### src/rtl/mem_port_arbiter_pkg.sv
// rtl/mem_port_arbiter_pkg.sv - shared types and encodings for the data-memory port arbiter
package mem_port_arbiter_pkg;

    // Load func3 encodings as issued by the LSQ
    localparam logic [2:0] F3_LB  = 3'b000;
    localparam logic [2:0] F3_LH  = 3'b001;
    localparam logic [2:0] F3_LW  = 3'b010;
    localparam logic [2:0] F3_LBU = 3'b100;
    localparam logic [2:0] F3_LHU = 3'b101;

    // Memory access size encodings
    localparam logic [1:0] SZ_BYTE = 2'd0;
    localparam logic [1:0] SZ_HALF = 2'd1;
    localparam logic [1:0] SZ_WORD = 2'd2;

    // Tag field widths carried through the in-flight pipe; the arbiter's
    // PREG_W/ROB_W parameters default to these so the tag slots line up.
    localparam int LD_TAG_PREG_W = 7;
    localparam int LD_TAG_ROB_W  = 5;

    typedef enum logic {
        ST_PRIO = 1'b0,
        LD_PRIO = 1'b1
    } prio_state_t;

    typedef struct packed {
        logic        we;
        logic [31:0] addr;
        logic [31:0] wdata;
        logic [1:0]  size;
    } mem_req_t;

    typedef struct packed {
        logic                     valid;
        logic [2:0]               func3;
        logic [LD_TAG_PREG_W-1:0] pd;
        logic [LD_TAG_ROB_W-1:0]  rob;
    } ld_tag_t;

    // Unknown func3 values are issued as word reads; their result is zeroed later.
    function automatic logic [1:0] func3_to_size(input logic [2:0] func3);
        case (func3)
            F3_LB, F3_LBU: func3_to_size = SZ_BYTE;
            F3_LH, F3_LHU: func3_to_size = SZ_HALF;
            default:       func3_to_size = SZ_WORD;
        endcase
    endfunction

endpackage

### src/rtl/mem_port_arbiter_load_extend.sv
// rtl/mem_port_arbiter_load_extend.sv - sign/zero extension of a returned load word
module load_extend
    import mem_port_arbiter_pkg::*;
(
    input  logic [2:0]  func3,
    input  logic [31:0] word,
    output logic [31:0] result
);

    // Select the low byte/half and extend according to the load flavour
    always_comb begin
        result = '0;
        case (func3)
            F3_LB:   result = {{24{word[7]}}, word[7:0]};
            F3_LBU:  result = {24'h0, word[7:0]};
            F3_LH:   result = {{16{word[15]}}, word[15:0]};
            F3_LHU:  result = {16'h0, word[15:0]};
            F3_LW:   result = word;
            default: result = '0;
        endcase
    end

endmodule

### src/rtl/mem_port_arbiter.sv
// rtl/mem_port_arbiter.sv - store/load arbitration onto the single data-memory port
module mem_port_arbiter
    import mem_port_arbiter_pkg::*;
#(
    parameter int STARVE_LIMIT = 4,
    parameter int ROB_W        = LD_TAG_ROB_W,
    parameter int PREG_W       = LD_TAG_PREG_W
) (
    input  logic              clk,
    input  logic              reset,
    input  logic              flush,
    input  logic              st_valid,
    input  logic [31:0]       st_addr,
    input  logic [31:0]       st_data,
    input  logic [1:0]        st_size,
    output logic              st_ready,
    input  logic              ld_valid,
    input  logic [31:0]       ld_addr,
    input  logic [2:0]        ld_func3,
    input  logic [PREG_W-1:0] ld_pd,
    input  logic [ROB_W-1:0]  ld_rob,
    output logic              ld_ready,
    input  logic              mem_ready,
    output logic              mem_req_valid,
    output logic              mem_req_we,
    output logic [31:0]       mem_req_addr,
    output logic [31:0]       mem_req_wdata,
    output logic [1:0]        mem_req_size,
    input  logic              mem_resp_valid,
    input  logic [31:0]       mem_resp_data,
    output logic              ld_resp_valid,
    output logic [31:0]       ld_resp_data,
    output logic [PREG_W-1:0] ld_resp_pd,
    output logic [ROB_W-1:0]  ld_resp_rob
);

    localparam int CNT_W = (STARVE_LIMIT < 1) ? 1 : $clog2(STARVE_LIMIT + 1);
    localparam logic [CNT_W-1:0] CNT_MAX = CNT_W'(STARVE_LIMIT);

    prio_state_t      state_q;
    logic [CNT_W-1:0] starve_cnt_q, starve_cnt_d;
    mem_req_t         req_q, req_d;
    logic             req_valid_q, req_valid_d;
    ld_tag_t          s1_q, s1_d;
    ld_tag_t          s2_q, s2_d;

    logic             can_grant;
    logic             req_accept;
    logic             ld_cand;
    logic             grant_st;
    logic             grant_ld;
    logic [31:0]      ext_data;

    // The request register may be refilled when empty or when it is being taken this cycle
    assign can_grant  = !req_valid_q || mem_ready;
    assign req_accept = req_valid_q && mem_ready;
    // A flush squashes the load presented in the same cycle
    assign ld_cand    = ld_valid && !flush;

    // Priority select between the store and load requesters
    always_comb begin
        grant_st = 1'b0;
        grant_ld = 1'b0;
        if (can_grant) begin
            if (state_q == LD_PRIO) begin
                grant_ld = ld_cand;
                grant_st = st_valid && !ld_cand;
            end else begin
                grant_st = st_valid;
                grant_ld = ld_cand && !st_valid;
            end
        end
    end

    assign st_ready = grant_st;
    assign ld_ready = grant_ld;

    // Saturating count of consecutive cycles a valid load has lost arbitration
    always_comb begin
        starve_cnt_d = starve_cnt_q;
        if (flush || !ld_valid || grant_ld) begin
            starve_cnt_d = '0;
        end else if (starve_cnt_q != CNT_MAX) begin
            starve_cnt_d = starve_cnt_q + 1'b1;
        end
    end

    // Priority FSM; switching on the counter reaching the limit lets the load win the very next cycle
    always_ff @(posedge clk or posedge reset) begin
        if (reset) begin
            state_q      <= ST_PRIO;
            starve_cnt_q <= '0;
        end else begin
            starve_cnt_q <= starve_cnt_d;
            case (state_q)
                ST_PRIO: if (!flush && starve_cnt_d == CNT_MAX) state_q <= LD_PRIO;
                LD_PRIO: if (flush || grant_ld) state_q <= ST_PRIO;
                default: state_q <= ST_PRIO;
            endcase
        end
    end

    // Next contents of the memory request register
    always_comb begin
        req_d       = req_q;
        req_valid_d = req_valid_q;
        if (grant_st) begin
            req_d       = '{we: 1'b1, addr: st_addr, wdata: st_data, size: st_size};
            req_valid_d = 1'b1;
        end else if (grant_ld) begin
            req_d       = '{we: 1'b0, addr: ld_addr, wdata: 32'h0, size: func3_to_size(ld_func3)};
            req_valid_d = 1'b1;
        end else if (req_accept) begin
            req_valid_d = 1'b0;
        end
    end

    // In-flight load tags: stage 1 shadows the request register, stage 2 lines up with the response
    always_comb begin
        s1_d       = s1_q;
        s2_d       = s2_q;
        s2_d.valid = 1'b0;
        if (req_accept) begin
            s2_d = s1_q;
        end
        if (grant_st || grant_ld) begin
            s1_d = '{valid: grant_ld, func3: ld_func3, pd: ld_pd, rob: ld_rob};
        end else if (req_accept) begin
            s1_d.valid = 1'b0;
        end
        if (flush) begin
            s1_d.valid = 1'b0;
            s2_d.valid = 1'b0;
        end
    end

    // Request register and tag pipe state
    always_ff @(posedge clk or posedge reset) begin
        if (reset) begin
            req_q       <= '0;
            req_valid_q <= 1'b0;
            s1_q        <= '0;
            s2_q        <= '0;
        end else begin
            req_q       <= req_d;
            req_valid_q <= req_valid_d;
            s1_q        <= s1_d;
            s2_q        <= s2_d;
        end
    end

    assign mem_req_valid = req_valid_q;
    assign mem_req_we    = req_q.we;
    assign mem_req_addr  = req_q.addr;
    assign mem_req_wdata = req_q.wdata;
    assign mem_req_size  = req_q.size;

    load_extend u_load_extend (
        .func3  (s2_q.func3),
        .word   (mem_resp_data),
        .result (ext_data)
    );

    // Response fields are held at zero whenever no load result is being returned
    assign ld_resp_valid = s2_q.valid && mem_resp_valid && !flush;
    assign ld_resp_data  = ld_resp_valid ? ext_data : 32'h0;
    assign ld_resp_pd    = ld_resp_valid ? s2_q.pd  : '0;
    assign ld_resp_rob   = ld_resp_valid ? s2_q.rob : '0;

endmodule
### config.mk
export PLATFORM = sky130hd
export DESIGN_NAME = mem_port_arbiter
export DESIGN_NICKNAME = d
export VERILOG_FILES = /design/src/rtl/mem_port_arbiter_pkg.sv /design/src/rtl/mem_port_arbiter_load_extend.sv /design/src/rtl/mem_port_arbiter.sv
export SDC_FILE = /design/constraint.sdc
export NUM_CORES = 1
export LEC_CHECK = 0
export CAP_MARGIN = 0
export CORE_ASPECT_RATIO = 0.6
export CORE_UTILIZATION = 40
export CTS_CLUSTER_DIAMETER = 40
export DETAILED_ROUTE_END_ITERATION = 8
export PLACE_DENSITY_LB_ADDON = 0.1
export SYNTH_ARGS = -nofsm -noshare
export SYNTH_HDL_FRONTEND = slang
export SYNTH_SLANG_ARGS = --single-unit
### constraint.sdc
create_clock -name clk -period 3.8 [get_ports clk]
set_input_delay 0.57 -clock clk [delete_from_list [all_inputs] [get_ports clk]]
set_output_delay 0.57 -clock clk [all_outputs]
set_load 0.03 [all_outputs]
# After elaboration in Yosys (flattened, before gate mapping)
# Index checks and enable logic that the tools add are counted.
op_classes:
  n_eq_ne: 9
  addsub: 1
  bitwise: 1
  n_reduce_logical: 24
  n_mux: 23
ops:
  columns: ["cell", "count"]
  rows:
  - ["$pmux W32 S5", 1]
  - ["$mux W67", 2]
  - ["$mux W32", 1]
  - ["$mux W16", 1]
  - ["$eq A3 B3 Y1 const B", 5]
  - ["$mux W1", 12]
  - ["$logic_and A1 B1 Y1", 7]
  - ["$mux W7", 1]
  - ["$eq A3 B1 Y1 const B", 2]
  - ["$logic_not A3 Y1", 2]
  - ["$mux W3", 2]
  - ["$reduce_bool A3 Y1", 2]
  - ["$logic_not A1 Y1", 5]
  - ["$logic_or A1 B1 Y1", 5]
  - ["$mux W5", 1]
  - ["$pmux W2 S2", 1]
  - ["$reduce_or A2 Y1", 2]
  - ["$add A3 B1 Y3 const B", 1]
  - ["$eq A3 B2 Y1 const B", 1]
  - ["$ne A3 B3 Y1 const B", 1]
  - ["$pmux W1 S2", 1]
  - ["$reduce_bool A2 Y1", 1]
  - ["$not A1 Y1", 1]
word_totals:
  ff_bits: 104
  input_bits: 152

# Logic depth before layout (Yosys ltp)
# Gate-level depths: netlist of the first run.
logic_depth:
  ltp_word: 11
  ltp_mapped: 6

# Hierarchy
# From an unflattened synthesis of the first run, not the netlist that was laid out.
unflattened:
  cells_unflattened: 484
  area_unflattened_um2: 5288.8
modules_own_cells:
  columns: ["mod", "seq_area_each_um2", "area_per_inst_um2", "cells_each", "n_inst"]
  rows:
  - ["mem_port_arbiter", 2602.5, 4707.0, 413, 1]
  - ["load_extend", 0.0, 581.8, 71, 1]

# Worst setup path after synthesis of the first run
# No wires, ideal clock.
synth_path:
  path_type: "input port to output port"
  startpoint: "input mem_resp_data[7]"
  endpoint: "output ld_resp_data[16]"
  n_path_buf: 2
  path_stages: 5
  setup_slack_ns: 1.511
  t_arrival_ns: 1.719
  path_cell_list: "buf_2 -> mux2i_1 -> or3_1 -> buf_6 -> a21oi_1"
synth_via:
  elab_chain_len: 2
synth_lines:
  columns: ["element", "line", "source"]
  rows:
  - ["start, declared", "mem_port_arbiter.sv:30", "input logic [31:0] mem_resp_data,"]
  - ["$pmux W32 S5", "mem_port_arbiter_load_extend.sv:13", "case (func3)"]
  - ["$mux W32", "mem_port_arbiter.sv:166", "assign ld_resp_data = ld_resp_valid ? ext_data : 32'h0;"]
  - ["end, declared", "mem_port_arbiter.sv:32", "output logic [31:0] ld_resp_data,"]
# Every way passes these cells.

# Final worst setup path of the first run
layout_path:
  startpoint: "input mem_resp_valid"
  endpoint: "output ld_resp_data[17]"
layout_via:
  elab_chain_len: 3
layout_lines:
  columns: ["element", "line", "source"]
  rows:
  - ["start, declared", "mem_port_arbiter.sv:29", "input logic mem_resp_valid,"]
  - ["$logic_and A1 B1 Y1 (2 in a row)", "mem_port_arbiter.sv:165", "assign ld_resp_valid = s2_q.valid && mem_resp_valid && !flush;"]
  - ["$mux W32", "mem_port_arbiter.sv:166", null]
# Every way passes these cells.

==> impl_results.md, run 1 <==
* Pre-CTS setup slack at 462 ps
* CTS resizes at 0
* Min-delay worst type: register to register
* Number of placement rows at 31
* Post-CTS Hold Buffers at 0
* Synth cell types at 41
* Full die area at 13000 um^2
* Share of layout cells above drive strength 1 at 14.1%
* Fmax at 299 MHz
* Worst-Margin Slew at 903 ps
* Clock Latency Late Sink at 350 ps
* Clock Power Share at 28.2%
* Antenna Nets Post-Route at 0
* Root buffer cell: clkbuf_16
* Slew HR at 39.5%
* Combinational share of power at 31.1%
* Asr flop ratio synth at 100%
* Die height at 88.7 um
* #FFs+latches synth at 104
* Peak supply drop at 0.000242 V
* Detailed-route DRC error count at 0
* Leakage at 0.00352 uW
* Seq/Total Area, Yosys at 51.9%
* Global Route Usage Sum at 23.2%
* Max-Cap Viols at 0
* Vias in the first global route at 4478
* CTS Buf Count at 9
* WL per Instance at 17.0 um
* Min-delay src: mem_req_we
* Period minus WS final at 3350 ps
* Hold Vio Cnt, Final at 0
* CP Capture Type: output pin
* Cell taking the most area after synthesis: dfrtp_1
* Max-slew violation count at 0
* Critical path arrival at 2780 ps
* Setup CP Type: input pin to output pin
* Initial core utilization at 41.3%
* RSZ-0062 raised after global routing: false
* Synth top area share at 51.9%
* Synth Cell Area at 5010 um^2
* Worst setup SP type: input pin
* Worst clock skew at 10.2 ps
* Largest net degree at the start of global routing at 58
* Syn nets at 611
* CTS Sinks at 104
* Port bufs at 266
* Hold Path End: mem_req_we
* Grt ovf at 0
* Mapped Avg Cell Area at 11.0 um^2
* Area Growth Syn to Fin at 60.0%
* Drt first-iter violations at 142
* Via count at 4520
* Worst Hold Depth at 1
* Setup TNS at 0 ps
* First-pass GRT wire length at 23400 um
* Clk buf depth at 2
* Pint at 2350 uW
* Register-to-Register Path Depth at 4
* Final WL at 14900 um
* Cells after synthesis at 457
* IO Pins at 267
* Sw frac at 32.3%
* Setup-failing EPs final at 0
* Post-layout nets at 860
* Synth Flop Type: dfrtp_1
* Clock slew at reported path FFs at 70 ps
* PwrDens at 433 nW/um^2
* Reg2reg end: mem_req_addr[17]
* Setup slack after layout at 451 ps
* H-tree depth at 3
* Synth warnings at 0
* Crit path max fanout at 22
* Number of synthesized flops with an enable pin at 0
* Final period utilization at 88.1%
* Psw at 1120 uW
* Detail Placement HPWL at 10900 um
* Run status: finished clean
* Antenna cell count at 0
* Drt first pass iters at 6
* Reg-to-Reg Start: mem_req_valid
* Crit path required time at 3230 ps
* Post-CTS Setup Bufs at 0
* Reg power frac at 40.7%
* R2r setup slk at 1650 ps
* Die width at 146 um
* CTS tree: built
* GPL Wtd Cong at 0.803
* CORE AREA at 12100 um^2
* Ranking of synthesized cells by area: dfrtp_1, mux2_2, o221ai_1
* Via/cell ratio at 5.16
* Initial antenna violation count at 0
==> per-layer routing <==
layer / part of all wire, % / vias to the layer above / wire length (um) / GRT usage (%)
met2: 48 / 155 / 7180 / 39.2
met3: 7.7 / 14 / 1150 / 7.89
met1: 43 / 2221 / 6430 / 29.1
li1: - / 2130 / - / -
met4: 0.93 / 0 / 138 / 5.21
met5: 0 / - / 0 / 0
==> cells in the mapped netlist, types with 2 or more instances <==
master / instances
a21oi_1: 7
a21oi_2: 9
a22o_1: 32
a22oi_1: 8
and2_1: 12
and3_1: 10
buf_1: 2
buf_2: 9
buf_4: 5
buf_6: 4
clkbuf_1: 16
dfrtp_1: 104
ha_1: 2
inv_1: 72
mux2_1: 2
mux2_2: 36
nand2_1: 22
nand2b_1: 4
nand3b_4: 2
nand4_1: 34
nor2_1: 10
nor3b_1: 2
o21ai_1: 2
o221ai_1: 34
==> flip-flops by register name, indices dropped and copies added, names as in the netlist <==
register / count
s1_q: 16
mem_req_valid: 1
starve_cnt_q: 3
mem_req_wdata: 32
state_q: 1
mem_req_addr: 32
mem_req_size: 2
s2_q: 16
mem_req_we: 1
==> worst max path at each step <==
| stage | start | cells after the start | to | slack [ps] |
|---|---|---|---|---|
| 2_1_floorplan | reset | 1 | mem_req_addr[0] | 500 |
| 3_3_place_gp | flush | 6 | ld_resp_data[31] | 650 |
| 3_5_place_dp | mem_resp_valid | 6 | ld_resp_data[17] | 460 |
| 4_1_cts | mem_resp_valid | 6 | ld_resp_data[17] | 460 |
| 5_1_grt | mem_resp_valid | 6 | ld_resp_data[17] | 230 |
| 6_report | mem_resp_valid | 6 | ld_resp_data[17] | 450 |
==> area by class of cell <==
cell class | instances | area (um^2)
Clock buffer | 9 | 225
Fill cell | 965 | 4130
Tap cell | 165 | 206
Timing Repair Buffer | 275 | 2690
Inverter | 72 | 273
Sequential cell | 104 | 2600
Clock inverter | 7 | 97.6
Multi-Input combinational cell | 244 | 1930
==> power groups by stage <==
stage | Sequential [uW] | Clock, uW | Combinational, uW
global placement | 1420 | 0 | 1060
CTS | 1410 | 1000 | 1090
floorplan | 1610 | 0 | 423
detailed placement | 1430 | 0 | 1080
finish | 1410 | 976 | 1080
global route | 1440 | 1050 | 1160
==> critical path: stages <==
cell and delay [ps]:
clkdlybuf4s50_1 510, nand3b_4 150, inv_1 420, nand2_1 590, a21oi_1 320, buf_4 200
==> placed cells by master, fill, tap and decap left out, types with 2 or more instances in the layout <==
cell,n
a21oi_1,7
a21oi_2,9
a22o_1,32
a22oi_1,8
and2_1,12
and3_1,10
buf_4,27
clkbuf_16,9
clkdlybuf4s50_1,248
clkinv_8,2
dfrtp_1,104
ha_1,2
inv_1,71
inv_6,3
mux2_1,2
mux2_2,36
nand2_1,22
nand2b_1,3
nand3b_4,2
nand4_1,34
nor2_1,10
nor3b_1,2
o21ai_1,2
o221ai_1,34
==> cell families (layout without fill, tap and decap cells) <==
| logic type | after synthesis | in the layout | share of synthesized area [%] |
|---|---|---|---|
| buffers and inverters | 109 | 363 | 9.69 |
| DFF | 104 | 104 | 51.9 |
| AOI/OAI and AO/OA | 99 | 99 | 16.7 |
| and+or+nand+nor | 103 | 103 | 12.3 |
| muxes | 39 | 39 | 8.74 |
| adders and majority gates | 2 | 2 | 0.499 |
| xor gates and xnor gates | 1 | 1 | 0.175 |
==> metrics by stage <==
step / cells / utilization, % / cell area (um^2) / total power [uW] / hold slack, ps
floorplan: 457 / - / 5010 / 2030 / 454
global route: 876 / 66.0 / 8020 / 3640 / 507
CTS: 876 / 66.0 / 8020 / 3510 / 480
detailed placement: 860 / 63.4 / 7690 / 2520 / 465
global placement: 860 / 63.4 / 7690 / 2480 / 461
finish: 876 / 66.0 / 8020 / 3470 / 477
Power figures use the tool's default switching activity.
==> run 2, diff against run 1 <==
Settings changed: CORE_UTILIZATION 40 to 41, CTS_BUF_LIST set to sky130_fd_sc_hd__clkbuf_4.
==> run 2 against run 1 <==
Register-to-register slack barely moved. Hold slack improved by 41 ps. Largest cell class unchanged. Non-clock buffer count rose by 1. Wire length fell by 1.5%. Sequential cell count did not move. Sequential power barely moved. Critical endpoint is now ld_resp_data[20]. Largest power group unchanged.
==> impl_results.md, run 2 (synthesis results as in run 1) <==
* Global Route Usage Sum at 23.5% (+0.31 points)
* Number of placement rows at 30 (-3.2%)
* Post-CTS Setup Bufs at 0 (unchanged)
* Commonest non-fill, non-tap cell in the layout: clkdlybuf4s50_1
* Final WL at 14700 um (-1.5%)
* Leakage at 0.00345 uW (-2.0%)
* Vias in the first global route at 4506 (+0.63%)
* Area Growth Syn to Fin at 56.5%
* CORE AREA at 11600 um^2 (-4.5%)
* Critical path arrival at 2940 ps (+160 ps)
* Hold Vio Cnt, Final at 0 (unchanged)
* Fmax at 285 MHz (-4.5%)
* Commonest cells after routing, fill and taps aside: clkdlybuf4s50_1, dfrtp_1, inv_1
* Via/cell ratio at 5.18 (+0.44%)
* Port bufs at 266 (unchanged)
* Setup-failing EPs final at 0 (unchanged)
* WL per Instance at 16.8 um (-1.1%)
* Max-Cap Viols at 0 (unchanged)
* Setup CP Type: input pin to output pin
* Detail Placement HPWL at 10800 um (-1.1%)
* Drt first-iter violations at 157 (+11%)
* Root buffer cell: clkbuf_4
* CTS Buf Count at 9 (unchanged)
* Final period utilization at 92.3% (+4.2 points)
* Post-layout nets at 861 (+0.12%)
* Crit path required time at 3230 ps (about the same)
* Crit path max fanout at 22 (unchanged)
* Register-to-Register Path Depth at 4 (unchanged)
* GPL Wtd Cong at 0.739 (-7.9%)
* CTS Sinks at 104 (unchanged)
* Placed cell areas at 7690 um^2 (about the same)
* Clock Latency Late Sink at 470 ps (+120 ps)
* Full die area at 12700 um^2 (-2.4%)
* Clk buf depth at 2 (unchanged)
* Largest net degree at the start of global routing at 63 (+8.6%)
* Antenna cell count at 0 (unchanged)
* Share of layout cells above drive strength 1 at 14.2% (+0.12 points)
* R2r setup slk at 1650 ps (about the same)
* Worst-Margin Slew at 937 ps (+34.3 ps)
* H-tree depth at 3 (unchanged)
* Grt ovf at 0 (unchanged)
* Min-delay worst type: register to register
* RSZ-0062 raised after global routing: false
* Post-route insts no fill at 872 (-0.46%)
* Die width at 145 um (-1.2%)
* Clock slew at reported path FFs at 170 ps (+100 ps)
* First-pass GRT wire length at 23000 um (-1.5%)
* Die height at 87.6 um (-1.2%)
* Min-delay src: s1_q[13]
* Reg2reg end: s1_q[5]
* PwrDens at 393 nW/um^2 (-9.2%)
* Pre-CTS setup slack at 256 ps (-206 ps)
* Slew HR at 37.2% (-2.3 points)
* CTS tree: built
* Reg-to-Reg Start: mem_req_valid
* CP Launch Point: flush
* Fin area at 7840 um^2 (-2.2%)
* Setup TNS at 0 ps (unchanged)
* Run status: finished clean
* Worst Hold Depth at 1 (unchanged)
* Initial antenna violation count at 0 (unchanged)
* Placed insts at 856 (-0.47%)
* Via count at 4519 (-0.022%)
* Setup slack after layout at 292 ps (-159 ps)
* Finished Core Util at 67.6% (+1.6 points)
* Peak supply drop at 0.000172 V (-29%)
* IO Pins at 267 (unchanged)
* Detailed-route DRC error count at 0 (unchanged)
* CP Capture Type: output pin
* Max-slew violation count at 0 (unchanged)
* Worst clock skew at 28.7 ps (+18.5 ps)
* CTS resizes at 0 (unchanged)
* Post-CTS Hold Buffers at 0 (unchanged)
* Period minus WS final at 3510 ps (+159 ps)
* Drt first pass iters at 4 (-2)
* Worst setup SP type: input pin
* Initial core utilization at 43.2% (+1.9 points)
* CP endpoint: ld_resp_data[20]
* Antenna Nets Post-Route at 0 (unchanged)
[run 2: cell types whose count changed in the layout (fill, tap and decap cells not counted)]
cell,before,now
inv_8,0,2
bufinv_16,1,0
buf_4,27,28
clkbuf_4,0,9
clkinv_4,1,0
clkbuf_16,9,0
[run 2: report_power, final]
group	internal [uW]	switching, uW	leakage [uW]	total [uW]
clock network	162	424	0.0000809	587
logic	529	555	0.00210	1080
registers	1290	120	0.00127	1410
total	1980	1100	0.00345	3080
[run 2: critical path, stage by stage]
cell and delay [ps]:
clkdlybuf4s50_1 580, nand3b_4 300, inv_1 400, nand2_1 570, a21oi_1 310, buf_4 200
[run 2: final cells by class]
cell class | instances | area (um^2)
Tap cell | 160 | 200
Inverter | 72 | 273
Clock buffer | 9 | 67.6
Timing Repair Buffer | 276 | 2690
Fill cell | 907 | 3760
Sequential cell | 104 | 2600
Clock inverter | 7 | 81.3
Multi-Input combinational cell | 244 | 1930
[run 2: through the flow]
step / hold WS [ps] / total power, uW
2_1_floorplan: 454 / 2030
3_3_place_gp: 461 / 2480
3_5_place_dp: 485 / 2520
4_1_cts: 520 / 3110
5_1_grt: 540 / 3240
6_report: 517 / 3080
[run 2: worst min path at each step]
stage                 endpoint
global route          s2_q[10]
detailed placement     s1_q[9]
floorplan              s1_q[8]
global placement    mem_req_we
finish                s2_q[13]
CTS                   s2_q[13]
[run 2: metal layers]
layer	part of all wire, %	global-route usage (%)	wire length (um)	vias to the layer above
li1	-	-	-	2119
met1	44	30.1	6420	2215
met2	47	38.8	6840	165
met3	8.2	7.65	1200	20
met4	1.5	5.65	219	0
met5	0	0	0	-
==> run 3, diff against run 2 <==
Settings changed: ABC_AREA set to 1, CORE_UTILIZATION 41 to 40.
==> run 3 against run 2 <==
Synthesized area shrank 2.1%. Hold slack lost 28 ps. Setup slack gained 410 ps. Total power shrank 5.1%. Sequential power shrank 3%. Register-to-register slack lost 100 ps.
==> impl_results.md, run 3 <==
* Run status: finished clean
* Slowest-stage cell, CP: clkdlybuf4s50_1
* Synth Area in Compound Gates at 4.74% (-12 points)
* Cell taking the most area after synthesis: dfrtp_1
* Root buffer cell: clkbuf_4
* IO Pins at 267 (unchanged)
* Crit path max fanout at 21 (-4.5%)
* Min-delay worst type: register to register
* Synth Flop Type: dfrtp_1
* Post-synth top cells: nand2_1, dfrtp_1, nand3_1
* Area Growth Syn to Fin at 57.7%
* Die height at 87.8 um (+0.18%)
* Seq/Total Area, Yosys at 53.0% (+1.1 points)
* Drt first-iter violations at 296 (+89%)
* Post-synthesis adder-cell area fraction at 0.510% (+0.011 points)
* Post-layout nets at 1035 (+20%)
* Setup CP Type: input pin to output pin
* Commonest non-fill, non-tap cell in the layout: clkdlybuf4s50_1
* Worst clock skew at 18.2 ps (-10.5 ps)
* Mux share of post-synthesis cell area at 0% (-8.7 points)
* Max-Cap Viols at 0 (unchanged)
* Asr flop ratio synth at 100% (unchanged)
* #FFs+latches synth at 104 (unchanged)
* Cells after synthesis at 631 (+38%)
* H-tree depth at 3 (unchanged)
* Post-CTS Hold Buffers at 0 (unchanged)
* Via count at 4981 (+10%)
* Via/cell ratio at 4.76 (-8.1%)
* Antenna cell count at 0 (unchanged)
* Post-CTS Setup Bufs at 0 (unchanged)
* Synth Cell Area at 4910 um^2 (-2.1%)
* Ranking of synthesized cells by area: dfrtp_1, nand2_1, nand3_1
* Period minus WS final at 3100 ps (-410 ps)
* Number of synthesized flops with an enable pin at 0 (unchanged)
* Clock Latency Late Sink at 470 ps (about the same)
* Count leader, synth: nand2_1
* Max-slew violation count at 0 (unchanged)
* Post-route insts no fill at 1046 (+20%)
* Hold Vio Cnt, Final at 0 (unchanged)
* PwrDens at 378 nW/um^2 (-3.8%)
* CP delay by family, top: buffers and inverters
* CTS tree: built
* Xor/xnor share of the synthesized area at 0% (-0.17 points)
* GPL Wtd Cong at 0.837 (+13%)
* Main combinational cell family by area after synthesis: simple AND/OR/NAND/NOR gates
* Commonest cells after routing, fill and taps aside: clkdlybuf4s50_1, nand2_1, nand3_1, dfrtp_1, inv_1
* Synth top area share at 53.0% (+1.1 points)
* Slew HR at 39.9% (+2.7 points)
* Detailed-route DRC error count at 0 (unchanged)
* Synth Area in Simple Gates at 32.2% (+20 points)
* Critical path arrival at 2530 ps (-410 ps)
* Global Route Usage Sum at 23.5% (+0.042 points)
* Port bufs at 266 (unchanged)
* Setup TNS at 0 ps (unchanged)
* WL per Instance at 14.3 um (-15%)
* Worst Path Buf+Inv at 6 (+3)
* Detail Placement HPWL at 10800 um (-0.26%)
* Leakage at 0.00375 uW (+8.6%)
* Placed insts at 1030 (+20%)
* Number of placement rows at 30 (unchanged)
* Antenna Nets Post-Route at 0 (unchanged)
* Mapped Avg Cell Area at 7.77 um^2 (-29%)
* Grt ovf at 0 (unchanged)
* Peak supply drop at 0.000222 V (+29%)
* Synth warnings at 0 (unchanged)
* Final WL at 15000 um (+2.2%)
* Register-to-Register Path Depth at 7 (+3)
* CTS Buf Count at 9 (unchanged)
* Clk buf depth at 2 (unchanged)
* Worst-path cell chain: clkdlybuf4s50_1 -> inv_2 -> nand3_1 -> buf_4 -> inv_2 -> nand2_1 -> inv_1 -> clkdlybuf4s50_1
* Drt first pass iters at 5 (+1)
* Worst setup SP type: input pin
* CORE AREA at 11600 um^2 (unchanged)
* Full die area at 12700 um^2 (+0.37%)
* Worst Hold Depth at 2 (+1)
* Initial core utilization at 42.3% (-0.90 points)
* Synth cell types at 22 (-46%)
* Syn nets at 785 (+28%)
* Worst-Margin Slew at 899 ps (-37.9 ps)
* Setup-failing EPs final at 0 (unchanged)
* Crit path required time at 3230 ps (about the same)
* Share of layout cells above drive strength 1 at 5.42% (-8.8 points)
* Crit path largest cell delay at 670 ps (+90 ps)
* Largest net degree at the start of global routing at 58 (-7.9%)
* Fmax at 323 MHz (+13%)
* Fillers at 955 (+5.3%)
* Vias in the first global route at 4717 (+4.7%)
* Hold WS at 489 ps (-28.1 ps)
* CTS resizes at 0 (unchanged)
* First-pass GRT wire length at 23700 um (+3.1%)
* CP Capture Type: output pin
* Final period utilization at 81.5% (-11 points)
* Initial antenna violation count at 0 (unchanged)
* CTS Sinks at 104 (unchanged)
* Crit. path cell count at 8 (+2)
* Clock slew at reported path FFs at 150 ps (-20 ps)
* Die width at 145 um (+0.19%)
* RSZ-0062 raised after global routing: false
* Finished Core Util at 66.7% (-0.91 points)
## run 3: routing by layer
metal	global-route usage (%)	routed length, um	vias up
met2	38.8	7060	192
met1	29.9	6410	2301
li1	-	-	2464
met3	7.29	1200	24
met4	7.74	318	0
met5	0	0	-
## run 3: area by class of cell
type	count	area, um^2	area share, %
Clock buffer	10	75.1	0.970
Clock inverter	6	50.0	0.647
Inverter	72	273	3.53
Multi-Input combinational cell	422	1840	23.8
Sequential cell	104	2600	33.6
Tap cell	160	200	2.59
Timing Repair Buffer	272	2700	34.9
## run 3: path summary, 6_finish.rpt
check,from,to,slack (ps)
worst min register to register,mem_req_we,mem_req_we,490
worst max-delay path,flush,ld_resp_data[18],700
worst min-delay path,mem_req_we,mem_req_we,490
min in group asynchronous,reset,mem_req_addr[30],520
worst max register to register,mem_req_valid,mem_req_wdata[17],1550
max in group asynchronous,reset,mem_req_addr[4],2570
## run 3: stage by stage
step                total power, uW  area, um^2  setup WS [ps]
floorplan                      1940        4910            498
global placement               2390        7610            767
detailed placement             2410        7610            708
CTS                            2960        7740            697
global route                   3100        7740            567
finish                         2920        7740            702
## run 3: power breakdown
part	internal [uW]	total [uW]	switching (uW)
combinational	441	1020	577
clock	152	537	386
sequential	1270	1370	94.0
## run 3: worst register-to-register path, delay by kind of cell, from the launching register on
kind,cells,cell delay (ps)
flip-flops,1,470
buffers and inverters,2,720
AND/OR/NAND/NOR,5,1010
## run 3: cell families after synthesis
| kind of cell | after synthesis |
|---|---|
| flip-flops | 104 |
| AO/OA/AOI/OAI | 45 |
| AND/OR/NAND/NOR | 375 |
| adder cells (fa/ha/maj) | 2 |
| buffers and inverters | 105 |
